[src/rtl/uart_bank_if.sv]
// Wishbone-classic bus bundle between a bus master and the UART register bank.
interface uart_bank_if;
  logic        wb_cyc;
  logic        wb_stb;
  logic        wb_we;
  logic [2:0]  wb_addr;
  logic [31:0] wb_dat_i;
  logic [31:0] wb_dat_o;
  logic        wb_ack;

  modport master (
    output wb_cyc, wb_stb, wb_we, wb_addr, wb_dat_i,
    input  wb_dat_o, wb_ack
  );

  modport slave (
    input  wb_cyc, wb_stb, wb_we, wb_addr, wb_dat_i,
    output wb_dat_o, wb_ack
  );
endinterface

[src/rtl/uart_bank.sv]
// UART bus front end: Wishbone register bank, PHY control outputs, TX push /
// RX pop sequencing and the watermark interrupt.
module uart_bank #(
  parameter int          FIFO_DEPTH = 8,
  parameter logic [15:0] DIV_RESET  = 16'd868,
  localparam int         CW         = $clog2(FIFO_DEPTH)
) (
  input  logic          clock,
  input  logic          reset,
  uart_bank_if.slave    wb,
  output logic          txen,
  output logic          rxen,
  output logic          nstop,
  output logic [15:0]   div,
  output logic [CW-1:0] txcnt,
  output logic [CW-1:0] rxcnt,
  output logic [7:0]    tx_fifo_wr_data,
  output logic          tx_fifo_wr_en,
  output logic          rx_fifo_rd_en,
  input  logic [7:0]    rx_fifo_rd_data,
  input  logic          tx_fifo_full,
  input  logic          rx_fifo_empty,
  input  logic          tx_fifo_less_than_watermark,
  input  logic          rx_fifo_greater_than_watermark,
  output logic          interrupt
);

  localparam logic [1:0] S_IDLE = 2'd0;
  localparam logic [1:0] S_POP  = 2'd1;
  localparam logic [1:0] S_CAPT = 2'd2;
  localparam logic [1:0] S_ACK  = 2'd3;

  localparam logic [2:0] A_TXDATA = 3'd0;
  localparam logic [2:0] A_RXDATA = 3'd1;
  localparam logic [2:0] A_TXCTRL = 3'd2;
  localparam logic [2:0] A_RXCTRL = 3'd3;
  localparam logic [2:0] A_IE     = 3'd4;
  localparam logic [2:0] A_IP     = 3'd5;
  localparam logic [2:0] A_DIV    = 3'd6;

  logic [1:0]    state_q, state_d;
  logic          ack_q, ack_d;
  logic [31:0]   dat_q, dat_d;
  logic          wr_en_q, wr_en_d;
  logic [7:0]    wr_data_q, wr_data_d;
  logic          rd_en_q, rd_en_d;
  logic          txen_q, txen_d;
  logic          nstop_q, nstop_d;
  logic [CW-1:0] txcnt_q, txcnt_d;
  logic          rxen_q, rxen_d;
  logic [CW-1:0] rxcnt_q, rxcnt_d;
  logic [1:0]    ie_q, ie_d;
  logic [15:0]   div_q, div_d;

  logic          req;
  logic          rx_pop;
  logic [1:0]    ip;
  logic [31:0]   rd_mux;
  logic          unused_dat_hi;

  assign req    = wb.wb_cyc & wb.wb_stb;
  assign rx_pop = req & ~wb.wb_we & (wb.wb_addr == A_RXDATA) & ~rx_fifo_empty;
  assign ip     = {rx_fifo_greater_than_watermark, tx_fifo_less_than_watermark};
  // Write-data bits above the widest field never reach a register.
  assign unused_dat_hi = ^wb.wb_dat_i[31:16+CW];

  // Read-data mux: register contents and live FIFO flags at request time.
  always_comb begin
    // NOTE: default every combinational output first so no path infers a latch.
    rd_mux = '0;
    case (wb.wb_addr)
      A_TXDATA: rd_mux[31] = tx_fifo_full;
      A_RXDATA: rd_mux[31] = rx_fifo_empty;  // non-empty reads take the POP path
      A_TXCTRL: begin
        rd_mux[0]       = txen_q;
        rd_mux[1]       = nstop_q;
        rd_mux[16 +: CW] = txcnt_q;
      end
      A_RXCTRL: begin
        rd_mux[0]       = rxen_q;
        rd_mux[16 +: CW] = rxcnt_q;
      end
      A_IE:     rd_mux[1:0]  = ie_q;
      A_IP:     rd_mux[1:0]  = ip;
      A_DIV:    rd_mux[15:0] = div_q;
      default:  rd_mux = '0;
    endcase
  end

  // Access FSM: decodes the request, schedules push/pop pulses and the ack.
  always_comb begin
    state_d   = state_q;
    ack_d     = 1'b0;
    wr_en_d   = 1'b0;
    rd_en_d   = 1'b0;
    dat_d     = dat_q;
    wr_data_d = wr_data_q;
    txen_d    = txen_q;
    nstop_d   = nstop_q;
    txcnt_d   = txcnt_q;
    rxen_d    = rxen_q;
    rxcnt_d   = rxcnt_q;
    ie_d      = ie_q;
    div_d     = div_q;
    case (state_q)
      S_IDLE: begin
        if (rx_pop) begin
          state_d = S_POP;
          rd_en_d = 1'b1;
        end else if (req) begin
          state_d = S_ACK;
          ack_d   = 1'b1;
          dat_d   = wb.wb_we ? 32'h0 : rd_mux;
          if (wb.wb_we) begin
            case (wb.wb_addr)
              A_TXDATA: begin
                // A full FIFO drops the byte; the bus still completes.
                if (!tx_fifo_full) begin
                  wr_en_d   = 1'b1;
                  wr_data_d = wb.wb_dat_i[7:0];
                end
              end
              A_TXCTRL: begin
                txen_d  = wb.wb_dat_i[0];
                nstop_d = wb.wb_dat_i[1];
                txcnt_d = wb.wb_dat_i[16 +: CW];
              end
              A_RXCTRL: begin
                rxen_d  = wb.wb_dat_i[0];
                rxcnt_d = wb.wb_dat_i[16 +: CW];
              end
              A_IE:    ie_d  = wb.wb_dat_i[1:0];
              A_DIV:   div_d = wb.wb_dat_i[15:0];
              default: ;
            endcase
          end
        end
      end
      S_POP:  state_d = S_CAPT;
      S_CAPT: begin
        // FIFO head is valid now, one cycle after the pop pulse.
        dat_d   = {24'h0, rx_fifo_rd_data};
        state_d = S_ACK;
        ack_d   = 1'b1;
      end
      S_ACK:   state_d = S_IDLE;
      default: state_d = S_IDLE;
    endcase
  end

  // State and register flops; reset aborts any access in flight.
  always_ff @(posedge clock or posedge reset) begin
    if (reset) begin
      state_q   <= S_IDLE;
      ack_q     <= 1'b0;
      dat_q     <= '0;
      wr_en_q   <= 1'b0;
      wr_data_q <= '0;
      rd_en_q   <= 1'b0;
      txen_q    <= 1'b0;
      nstop_q   <= 1'b0;
      txcnt_q   <= '0;
      rxen_q    <= 1'b0;
      rxcnt_q   <= '0;
      ie_q      <= '0;
      div_q     <= DIV_RESET;
    end else begin
      // NOTE: non-blocking assignments so every flop samples pre-edge values.
      state_q   <= state_d;
      ack_q     <= ack_d;
      dat_q     <= dat_d;
      wr_en_q   <= wr_en_d;
      wr_data_q <= wr_data_d;
      rd_en_q   <= rd_en_d;
      txen_q    <= txen_d;
      nstop_q   <= nstop_d;
      txcnt_q   <= txcnt_d;
      rxen_q    <= rxen_d;
      rxcnt_q   <= rxcnt_d;
      ie_q      <= ie_d;
      div_q     <= div_d;
    end
  end

  assign wb.wb_ack       = ack_q;
  assign wb.wb_dat_o     = dat_q;
  assign tx_fifo_wr_en   = wr_en_q;
  assign tx_fifo_wr_data = wr_data_q;
  assign rx_fifo_rd_en   = rd_en_q;
  assign txen            = txen_q;
  assign nstop           = nstop_q;
  assign txcnt           = txcnt_q;
  assign rxen            = rxen_q;
  assign rxcnt           = rxcnt_q;
  assign div             = div_q;
  assign interrupt       = |(ie_q & ip);

endmodule

[src/flat_wrapper.sv]
// flat-port wrapper written by rule: the top's interface ports become plain ports
module uart_bank_flat 
#(
  parameter int          FIFO_DEPTH = 8,
  parameter logic [15:0] DIV_RESET  = 16'd868,
  localparam int         CW         = $clog2(FIFO_DEPTH)
)
  (clock, reset, txen, rxen, nstop, div, txcnt, rxcnt, tx_fifo_wr_data, tx_fifo_wr_en, rx_fifo_rd_en, rx_fifo_rd_data, tx_fifo_full, rx_fifo_empty, tx_fifo_less_than_watermark, rx_fifo_greater_than_watermark, interrupt, wb_wb_cyc, wb_wb_stb, wb_wb_we, wb_wb_addr, wb_wb_dat_i, wb_wb_dat_o, wb_wb_ack);
  uart_bank_if wb_i ();
  input  logic clock;
  input  logic reset;
  output logic txen;
  output logic rxen;
  output logic nstop;
  output logic [15:0] div;
  output logic [CW-1:0] txcnt;
  output logic [CW-1:0] rxcnt;
  output logic [7:0] tx_fifo_wr_data;
  output logic tx_fifo_wr_en;
  output logic rx_fifo_rd_en;
  input  logic [7:0] rx_fifo_rd_data;
  input  logic tx_fifo_full;
  input  logic rx_fifo_empty;
  input  logic tx_fifo_less_than_watermark;
  input  logic rx_fifo_greater_than_watermark;
  output logic interrupt;
  input wire logic [$bits(wb_i.wb_cyc)-1:0] wb_wb_cyc;
  input wire logic [$bits(wb_i.wb_stb)-1:0] wb_wb_stb;
  input wire logic [$bits(wb_i.wb_we)-1:0] wb_wb_we;
  input wire logic [$bits(wb_i.wb_addr)-1:0] wb_wb_addr;
  input wire logic [$bits(wb_i.wb_dat_i)-1:0] wb_wb_dat_i;
  output wire logic [$bits(wb_i.wb_dat_o)-1:0] wb_wb_dat_o;
  output wire logic [$bits(wb_i.wb_ack)-1:0] wb_wb_ack;
  assign wb_i.wb_cyc = wb_wb_cyc;
  assign wb_i.wb_stb = wb_wb_stb;
  assign wb_i.wb_we = wb_wb_we;
  assign wb_i.wb_addr = wb_wb_addr;
  assign wb_i.wb_dat_i = wb_wb_dat_i;
  assign wb_wb_dat_o = wb_i.wb_dat_o;
  assign wb_wb_ack = wb_i.wb_ack;
  uart_bank #(.FIFO_DEPTH(FIFO_DEPTH), .DIV_RESET(DIV_RESET)) u_core (.clock(clock), .reset(reset), .wb(wb_i), .txen(txen), .rxen(rxen), .nstop(nstop), .div(div), .txcnt(txcnt), .rxcnt(rxcnt), .tx_fifo_wr_data(tx_fifo_wr_data), .tx_fifo_wr_en(tx_fifo_wr_en), .rx_fifo_rd_en(rx_fifo_rd_en), .rx_fifo_rd_data(rx_fifo_rd_data), .tx_fifo_full(tx_fifo_full), .rx_fifo_empty(rx_fifo_empty), .tx_fifo_less_than_watermark(tx_fifo_less_than_watermark), .rx_fifo_greater_than_watermark(rx_fifo_greater_than_watermark), .interrupt(interrupt));
endmodule
[config.mk]
export PLATFORM = sky130hd
export DESIGN_NAME = uart_bank_flat
export DESIGN_NICKNAME = d
export VERILOG_FILES = /design/src/rtl/uart_bank_if.sv /design/src/rtl/uart_bank.sv /design/src/flat_wrapper.sv
export SDC_FILE = /design/constraint.sdc
export NUM_CORES = 1
export LEC_CHECK = 0
export CAP_MARGIN = 20
export CORE_UTILIZATION = 39
export CTS_BUF_LIST = sky130_fd_sc_hd__clkbuf_4
export DETAILED_ROUTE_END_ITERATION = 8
export HOLD_SLACK_MARGIN = 0.06
export PLACE_DENSITY = 0.81
export SLEW_MARGIN = 10
export SYNTH_ARGS = -nofsm -noshare
export SYNTH_HDL_FRONTEND = slang
export SYNTH_SLANG_ARGS = --single-unit
[constraint.sdc]
create_clock -name clock -period 1.7 [get_ports clock]
set_input_delay 0.34 -clock clock [delete_from_list [all_inputs] [get_ports clock]]
set_output_delay 0.34 -clock clock [all_outputs]
set_load 0.005 [all_outputs]
# [Yosys cells after proc, flatten, opt, wreduce, memory -nomap -nowiden]
# Cells that the tools add are included.
[word_totals] out_inout_bits=69 wordCells=67 input_bits=52 reg_bits=72
[classes] bitwise_logic=9 reduce_logical=10 eq_ne=12 mux=23
[ops] operator="32-bit 2-to-1 mux" n=3
[ops] operator="32-bit one-hot mux with 2 select lines" n=1
[ops] operator="5-bit AND reduction" n=4
[ops] operator="14-bit 2-to-1 mux" n=1
[ops] operator="1-bit 2-to-1 mux" n=10
[ops] operator="3-bit equality test (second input constant)" n=3
[ops] operator="2-bit one-hot mux with 4 select lines" n=1
[ops] operator="3-bit by 2-bit equality test with 1-bit output (second input constant)" n=2
[ops] operator="3-bit one-hot mux with 2 select lines" n=1
[ops] operator="6-bit AND reduction" n=1
[ops] operator="1-bit one-hot mux with 5 select lines" n=1
[ops] operator="1-bit bitwise AND" n=4
[ops] operator="2-bit equality test (second input constant)" n=2
[ops] operator="2-bit 2-to-1 mux" n=2
[ops] operator="1-bit NOT" n=4
[ops] operator="1-bit one-hot mux with 2 select lines" n=2
[ops] operator="1-bit one-hot mux with 4 select lines" n=1
[ops] operator="3-bit by 1-bit equality test with 1-bit output (second input constant)" n=1
[ops] operator="3-bit zero test" n=1
[ops] operator="3-bit by 1-bit != test with 1-bit output (second input constant)" n=1
[ops] operator="3-bit AND reduction" n=1
[ops] operator="2-bit bitwise AND" n=1
[ops] operator="2-bit by 1-bit equality test with 1-bit output (second input constant)" n=1
[ops] operator="2-bit zero test" n=1
[ops] operator="4 further kinds" n=4

# [Depth between registers and ports, before layout]
# Gate-level depths: netlist (run 1).
[logic_depth] depth_word=6 mapped_depth=7 ltp_nobuf=6

# [Worst setup path after synthesis (run 1)]
# OpenSTA, ideal clock, no wires.
[synth_timing] kind="reg2reg" from="register u_core.state_q[0]" to="register u_core.dat_q[1] (netlist: u_core.wb.wb_dat_o[1])" arrival_time_ns=1.646 path_slack_ns=-0.073 setup_ns=0.128 synth_period_minus_slack_ns=1.773 path_stages_with_launch=8 path_cell_list="dfrtp_1 -> inv_1 -> ha_1 -> nand3_1 -> a31o_2 -> and2_1 -> buf_2 -> mux2_1"
[synth_via] elab_chain_cells=3 elab_cells_between_ends=7 cone_classes="eq/ne (3); mux (1); reduce/logical (3)"
[synth_lines] element="from (decl)" line="uart_bank.sv:41" rtl="logic [1:0] state_q, state_d;"
[synth_lines] element="from (signal assigned)" line="uart_bank.sv:169" rtl="state_q <= state_d;"
[synth_lines] element="2-bit zero test / 2-bit equality test (equally long branches)" line="uart_bank.sv:105" rtl="case (state_q)"
[synth_lines] element="2-bit by 1-bit != test with 1-bit output (no line) (tied with other cells)"
[synth_lines] element="3-bit AND reduction (no line)"
[synth_lines] element="to (signal assigned)" line="uart_bank.sv:171" rtl="dat_q <= dat_d;"
[synth_lines] element="to (decl)" line="uart_bank.sv:43" rtl="logic [31:0] dat_q, dat_d;"
# Parallel ways exist; a longest one is shown, timed or not.
# A chain may end at the register's enable or synchronous reset.

# [Worst setup path in the final report (run 1)]
[layout_timing] from="register u_core.state_q[0]" to="register u_core.wr_data_q[2] (netlist: u_core.tx_fifo_wr_data[2])"
[layout_via] elab_chain_cells=2
[layout_lines] element="2-bit zero test" line="uart_bank.sv:105"
[layout_lines] element="6-bit AND reduction (no line)"
[layout_lines] element="to (signal assigned)" line="uart_bank.sv:173" rtl="wr_data_q <= wr_data_d;"
[layout_lines] element="to (decl)" line="uart_bank.sv:45" rtl="logic [7:0] wr_data_q, wr_data_d;"
# No other way between the ends.

==> results of run 1 <==
-- power groups by stage --
stage          clock network, W  logic [W]  registers (W)
4_1_cts                 0.00101    0.00184        0.00192
3_5_place_dp                  0    0.00179        0.00195
3_3_place_gp                  0    0.00175        0.00194
5_1_grt                 0.00107    0.00205        0.00196
2_1_floorplan                 0   0.000794        0.00194
6_report               0.000978    0.00188        0.00192
-- cells in the mapped netlist (2+ instances only) --
cell type	instances	area, um2
a22o_1	8	70.1
a22oi_1	2	15.0
buf_2	3	15.0
buf_4	15	113
clkbuf_1	4	15.0
dfrtp_1	55	1380
dfstp_2	5	131
ha_1	2	25.0
inv_1	4	15.0
mux2_1	9	101
mux2_2	36	405
mux2i_1	8	80.1
nand2_1	12	45.0
nand2b_1	6	37.5
nand3_1	13	65.1
nor2_1	8	30.0
nor3_2	2	20.0
o21ai_0	9	45.0
o22ai_1	2	12.5
o31ai_1	3	22.5
-- metal layers --
| layer | vias to the layer above | track usage [%] | part of all wire (%) |
|---|---|---|---|
| li1 | 1018 | - | - |
| met1 | 1087 | 23.4 | 43 |
| met2 | 70 | 30.3 | 50 |
| met3 | 12 | 5.87 | 5.6 |
| met4 | 0 | 8.79 | 2.0 |
| met5 | - | 0 | 0 |
-- final cells by class --
type / instances / area [um2] / area share [%]
Clock buffer: 10 / 75.1 / 1.75
Clock inverter: 6 / 55.1 / 1.29
Inverter: 4 / 18.8 / 0.438
Multi-Input combinational cell: 142 / 1210 / 28.2
Sequential cell: 60 / 1510 / 35.2
Tap cell: 96 / 120 / 2.80
Timing Repair Buffer: 134 / 1300 / 30.3
-- final timing paths --
kind                                            start                        end  cells after the start  slack, ns
worst min register to register  u_core.wb.wb_dat_o[2]      u_core.wb.wb_dat_o[2]                      1       0.50
worst min-delay path                            reset  u_core.tx_fifo_wr_data[6]                      3       0.37
max in group asynchronous                       reset              u_core.div[9]                      3       1.02
min in group clock              u_core.wb.wb_dat_o[2]      u_core.wb.wb_dat_o[2]                      1       0.50
worst max register to register      u_core.state_q[0]  u_core.tx_fifo_wr_data[2]                      6       0.03
worst max-delay path                u_core.state_q[0]  u_core.tx_fifo_wr_data[2]                      6       0.03
-- through the flow --
stage	setup WS, ns	power (W)
after floorplan	0.0142	0.00273
after global placement	-0.300	0.00369
after detailed placement	-0.361	0.00374
after CTS	-0.00927	0.00477
after global routing	-0.0184	0.00507
final	0.0325	0.00478
-- cell families (layout without fill, tap and decap cells) --
| logic type | count (synthesis) | count (layout) | synth area share (%) |
|---|---|---|---|
| DFF | 60 | 60 | 55.1 |
| muxes | 53 | 53 | 21.4 |
| and+or+nand+nor | 49 | 49 | 10.1 |
| AOI/OAI and AO/OA | 26 | 26 | 6.58 |
| buffers and inverters | 26 | 154 | 5.76 |
| adders and majority gates | 2 | 2 | 0.914 |
| other | 1 | 12 | 0.137 |
-- worst min-delay path, delay by kind of cell --
| family | cells | cell delay [ns] |
|---|---|---|
| buffers and inverters | 3 | 0.83 |
-- flip-flops by register name, indices dropped and copies added (netlist names) --
| name | count |
|---|---|
| u_core.wb.wb_ack | 1 |
| u_core.div | 16 |
| u_core.rxen | 1 |
| u_core.state_q | 2 |
| u_core.txen | 1 |
| u_core.rx_fifo_rd_en | 1 |
| u_core.ie_q | 2 |
| u_core.wb.wb_dat_o | 20 |
| u_core.rxcnt | 3 |
| u_core.tx_fifo_wr_en | 1 |
| u_core.tx_fifo_wr_data | 8 |
| u_core.nstop | 1 |
| u_core.txcnt | 3 |
-- cells in the final DEF (no fill, tap or decap), types with 2 or more instances in the layout --
master           instances
dfstp_2                  5
clkinvlp_4               2
mux2_4                   6
clkbuf_4                10
a22o_1                   8
mux2_1                   8
nor2_1                   8
buf_4                   34
nand2b_1                 6
buf_12                   4
clkinv_1                 2
mux2i_1                  8
dlymetal6s2s_1           4
conb_1                  12
nand2_1                 12
o31ai_1                  3
o21ai_1                  5
mux2_2                  31
clkdlybuf4s50_1         85
a22oi_1                  2
o22ai_1                  2
dfrtp_1                 55
o21ai_0                  4
clkinv_2                 2
inv_2                    2
nor3_2                   3
ha_4                     2
nand3_1                 12
dlygate4sd2_1            6
-- what timing repair did --
action / 4_1_cts / 5_1_grt
endpoints found under the hold margin: 0 / 0
endpoints found under the setup margin: 47 / 32
resized for setup: 16 / 17
pin swaps: 1 / 4
setup buffers: 3 / 7
gates cloned: 0 / 0
hold buffers: 0 / 0
==> impl_results.md, run 1 <==
- Status: finished, final reports clean
- Final Util: 63.1%
- Worst EP arrival: 1.95 ns
- NumNets Final: 405
- FILL cells: 544
- Gpl congestion: 0.807
- First-pass GRT wire length: 10.6 mm
- Number of global-route vias before repair: 2,240
- Syn Inst Count: 217
- Post-synth EDFFs: 0
- Row cnt: 30
- Max Freq: 600 MHz
- All-Layer GR Usage: 18.9%
- Avg WL per Cell: 14.7 um
- Worst Path Buf+Inv: 2
- Setup crit start kind: flip-flop
- Asr flop ratio synth: 100%
- RSZ-0062 raised after global routing: true
- Internal: 0.00334 W
- Core ar.: 6790 um2
- CTS max path bufs: 2
- DIE AREA: 7360 um2
- LEAKAGE: 2.00 nW
- Register share of total power: 40.1%
- Synth Flop Type: dfrtp_1
- Endpoints failing setup: 0
- Critical path class: flip-flop to flip-flop
- # port buffers: 95
- I/O pins: 121
- Critical Path End Type: flip-flop
- Max-Cap Viols: 0
- Initial Utilization: 40.3%
- Clock latency on the worst-skew pair: 0.40 ns
- Syn_area_per_cell: 12.6 um2
- Chip width: 85.8 um
- Setup Skew: 0.0180 ns
- CTS clk-pin slew, worst paths: 0.11 ns
- CTS tree: yes
- Initial DRT Pass Iterations: 4
- Fin crit period: 1.67 ns
- 1st-iter DRT viols: 59
- Final instance area: 4280 um2
- Synth-to-layout area growth: 56.5%
- Crit path cell chain: inv_2 > ha_4 > nand4_4 > nor3_4 > buf_12 > mux2_2
- Crit-path max FO: 9
- Setup TNS Final: 0 ns
- Total grt overflow: 0
- Max stage delay on crit path: 0.41 ns
- Die H: 85.8 um
- Clk pwr share: 20.5%
- Crit-path slowest cell: dfrtp_1
- #FFs+latches synth: 60
- Largest net degree at the start of global routing: 61
- Final wirelength: 6.64 mm
- Net Switching: 0.00144 W
- Peak supply drop: 0.000531 V
- DP Cell Count: 427
- Max Slew Vio Count: 0
- HP Class: input port to async pin
- Largest delay share family, worst path: flip-flops
- YS warnings: 0
- Fin Hold WS: 0.369 ns
- Worst EP required: 1.98 ns
- Dpl cell area: 4010 um2
- Logic gate share of total power: 39.4%
- TritonCTS Sinks: 60
- Fraction of layout cells with a size suffix above 1: 31.2%
- Initial antenna violation count: 0
- Final Hold Fails: 0
- H-tree levels: 3
- CTS root buffer: clkbuf_4
- Post-DP HPWL: 4.74 mm
- Cell area power density: 1120 nW/um2
- Final Cycle Share: 98.1%
- Net Sw Frac: 30.1%
- Vias per std cell: 4.84
- Post-synthesis sequential area ratio: 55.1%
- Num CTS Buffers: 9
- Mapped Area: 2740 um2
- ANT nets after route: 0
- Synth cell types: 31
- Vias: 2,187
- Antenna cell count: 0
- DRC: 0
- Final Instance Count excl. Fillers: 452
(Power assumes the default switching activity.)
==> run 2: changes to the inputs <==
MAX_ROUTING_LAYER = met4   (was default)
==> run 2 against run 1 <==
Setup slack improved by 0.0099 ns. Sequential cell count unchanged. Global-route usage increased by 0.64 points. Register-to-register slack about the same. Non-clock buffer count unchanged. Critical endpoint unchanged. Largest cell class unchanged. Largest power group unchanged.
==> impl_results.md, run 2 (synthesis results as in run 1) <==
- Status: finished, final reports clean
- Clk pwr share: 20.4%
- Post-DP HPWL: 4.74 mm
- Min setup slack post-route: 0.0424 ns
- Register share of total power: 40.2%
- DRC: 0
- Chip width: 85.8 um
- Cts hold-fix bufs: 0
- All-Layer GR Usage: 19.5%
- Max Slew Vio Count: 0
- Final Hold Fails: 0
- Fraction of layout cells with a size suffix above 1: 31.2%
- Number of global-route vias before repair: 2,235
- Seq. cell area: 1510 um2
- Synth-to-layout area growth: 56.5%
- Largest net degree at the start of global routing: 61
- ANT nets after route: 0
- Most common cell after layout, fill and taps aside: clkdlybuf4s50_1
- Peak supply drop: 0.000531 V
- Critical path class: flip-flop to flip-flop
- Row cnt: 30
- HP Class: input port to async pin
- Worst EP required: 1.98 ns
- CTS root buffer: clkbuf_4
- RSZ-0062 raised after global routing: true
- Final Cycle Share: 97.5%
- Crit-path max FO: 9
- # port buffers: 95
- Vias per std cell: 4.85
- Max reg flops: 20
- CTS max path bufs: 2
- 1st-iter DRT viols: 54
- Net Switching: 0.00143 W
- Antenna cell count: 0
- Avg WL per Cell: 14.7 um
- Total grt overflow: 0
- Logic gate share of total power: 39.4%
- Endpoints failing setup: 0
- Die H: 85.8 um
- NumNets Final: 405
- LEAKAGE: 2.00 nW
- Cell area power density: 1110 nW/um2
- H-tree levels: 3
- TritonCTS Sinks: 60
- Vias: 2,190
- I/O pins: 121
- First-pass GRT wire length: 10.7 mm
- Max Freq: 603 MHz
- Max-Cap Viols: 0
- Num CTS Buffers: 9
- Net Sw Frac: 30.0%
- CTS tree: yes
- DP Cell Count: 427
- DIE AREA: 7360 um2
- Final Instance Count excl. Fillers: 452
- Setup Skew: 0.0180 ns
- FILL cells: 544
- Worst EP arrival: 1.94 ns
- Clock latency on the worst-skew pair: 0.40 ns
- Initial DRT Pass Iterations: 4
- Initial antenna violation count: 0
- Core ar.: 6790 um2
- Initial Utilization: 40.3%
- Critical Path End Type: flip-flop
- Multi-input gate area: 1210 um2
- Setup crit start kind: flip-flop
- Final wirelength: 6.63 mm
- Gpl congestion: 0.819
- Most frequent cells in the layout: clkdlybuf4s50_1, dfrtp_1, buf_4
- Internal: 0.00334 W
- CTS clk-pin slew, worst paths: 0.11 ns
- Internal reg-to-reg setup slack: 0.04 ns
- Fin crit period: 1.66 ns
- Post-place setup slack: -0.361 ns
[run 2: cell counts in the layout (fill, tap and decap cells not counted)]
No cell type changed its count.
[run 2: final timing paths]
path / from / endpoint / depth (start not counted)
worst max-delay path: u_core.state_q[0] / u_core.tx_fifo_wr_data[2] / 6
worst min-delay path: reset / u_core.tx_fifo_wr_data[3] / 3
worst max register to register: u_core.state_q[0] / u_core.tx_fifo_wr_data[2] / 6
worst min register to register: u_core.wb.wb_dat_o[2] / u_core.wb.wb_dat_o[2] / 1
max in group asynchronous: reset / u_core.div[2] / 3
min in group clock: u_core.wb.wb_dat_o[2] / u_core.wb.wb_dat_o[2] / 1
[run 2: per-stage QoR]
| step | area, um2 | utilization (%) | hold WS (ns) | setup TNS (ns) | total power (W) |
|---|---|---|---|---|---|
| 2_1_floorplan | 2800 | - | 0.444 | 0 | 0.00273 |
| 3_3_place_gp | 4010 | 59.0 | 0.475 | -13.81 | 0.00369 |
| 3_5_place_dp | 4010 | 59.0 | 0.481 | -16.17 | 0.00374 |
| 4_1_cts | 4180 | 61.5 | 0.362 | -0.00927 | 0.00477 |
| 5_1_grt | 4280 | 63.1 | 0.380 | -0.108 | 0.00507 |
| 6_report | 4280 | 63.1 | 0.360 | 0 | 0.00478 |
[run 2: what timing repair did]
action	CTS	global route
resized for setup	16	17
endpoints found under the setup margin	47	32
buffers inserted	3	7
pin swaps	1	4
[run 2: layout make-up]
class,instances,share of cell area [%]
Timing Repair Buffer,134,30.3
Clock inverter,6,1.29
Sequential cell,60,35.2
Inverter,4,0.438
Clock buffer,10,1.75
Multi-Input combinational cell,142,28.2
Tap cell,96,2.80
[run 2: power by group through the flow]
stage               sequential (W)  clock, W  combinational (W)
floorplan                  0.00194         0           0.000794
global placement           0.00194         0            0.00175
detailed placement         0.00195         0            0.00179
CTS                        0.00192   0.00101            0.00184
global route               0.00196   0.00107            0.00205
finish                     0.00192  0.000976            0.00188
[run 2: worst max-delay path, stage by stage (launching register included)]
cell,delay [ns]
dfrtp_1,0.40
inv_2,0.08
ha_4,0.18
nand4_4,0.15
nor3_4,0.23
buf_12,0.17
mux2_2,0.32
[run 2: routing by layer]
| layer | vias up | global-route usage, % | share of wire, % |
|---|---|---|---|
| met2 | 70 | 30.3 | 50 |
| met4 | 0 | 8.79 | 1.9 |
| met1 | 1089 | 23.9 | 44 |
| li1 | 1019 | - | - |
| met3 | 12 | 5.29 | 4.9 |
| met5 | - | - | 0 |
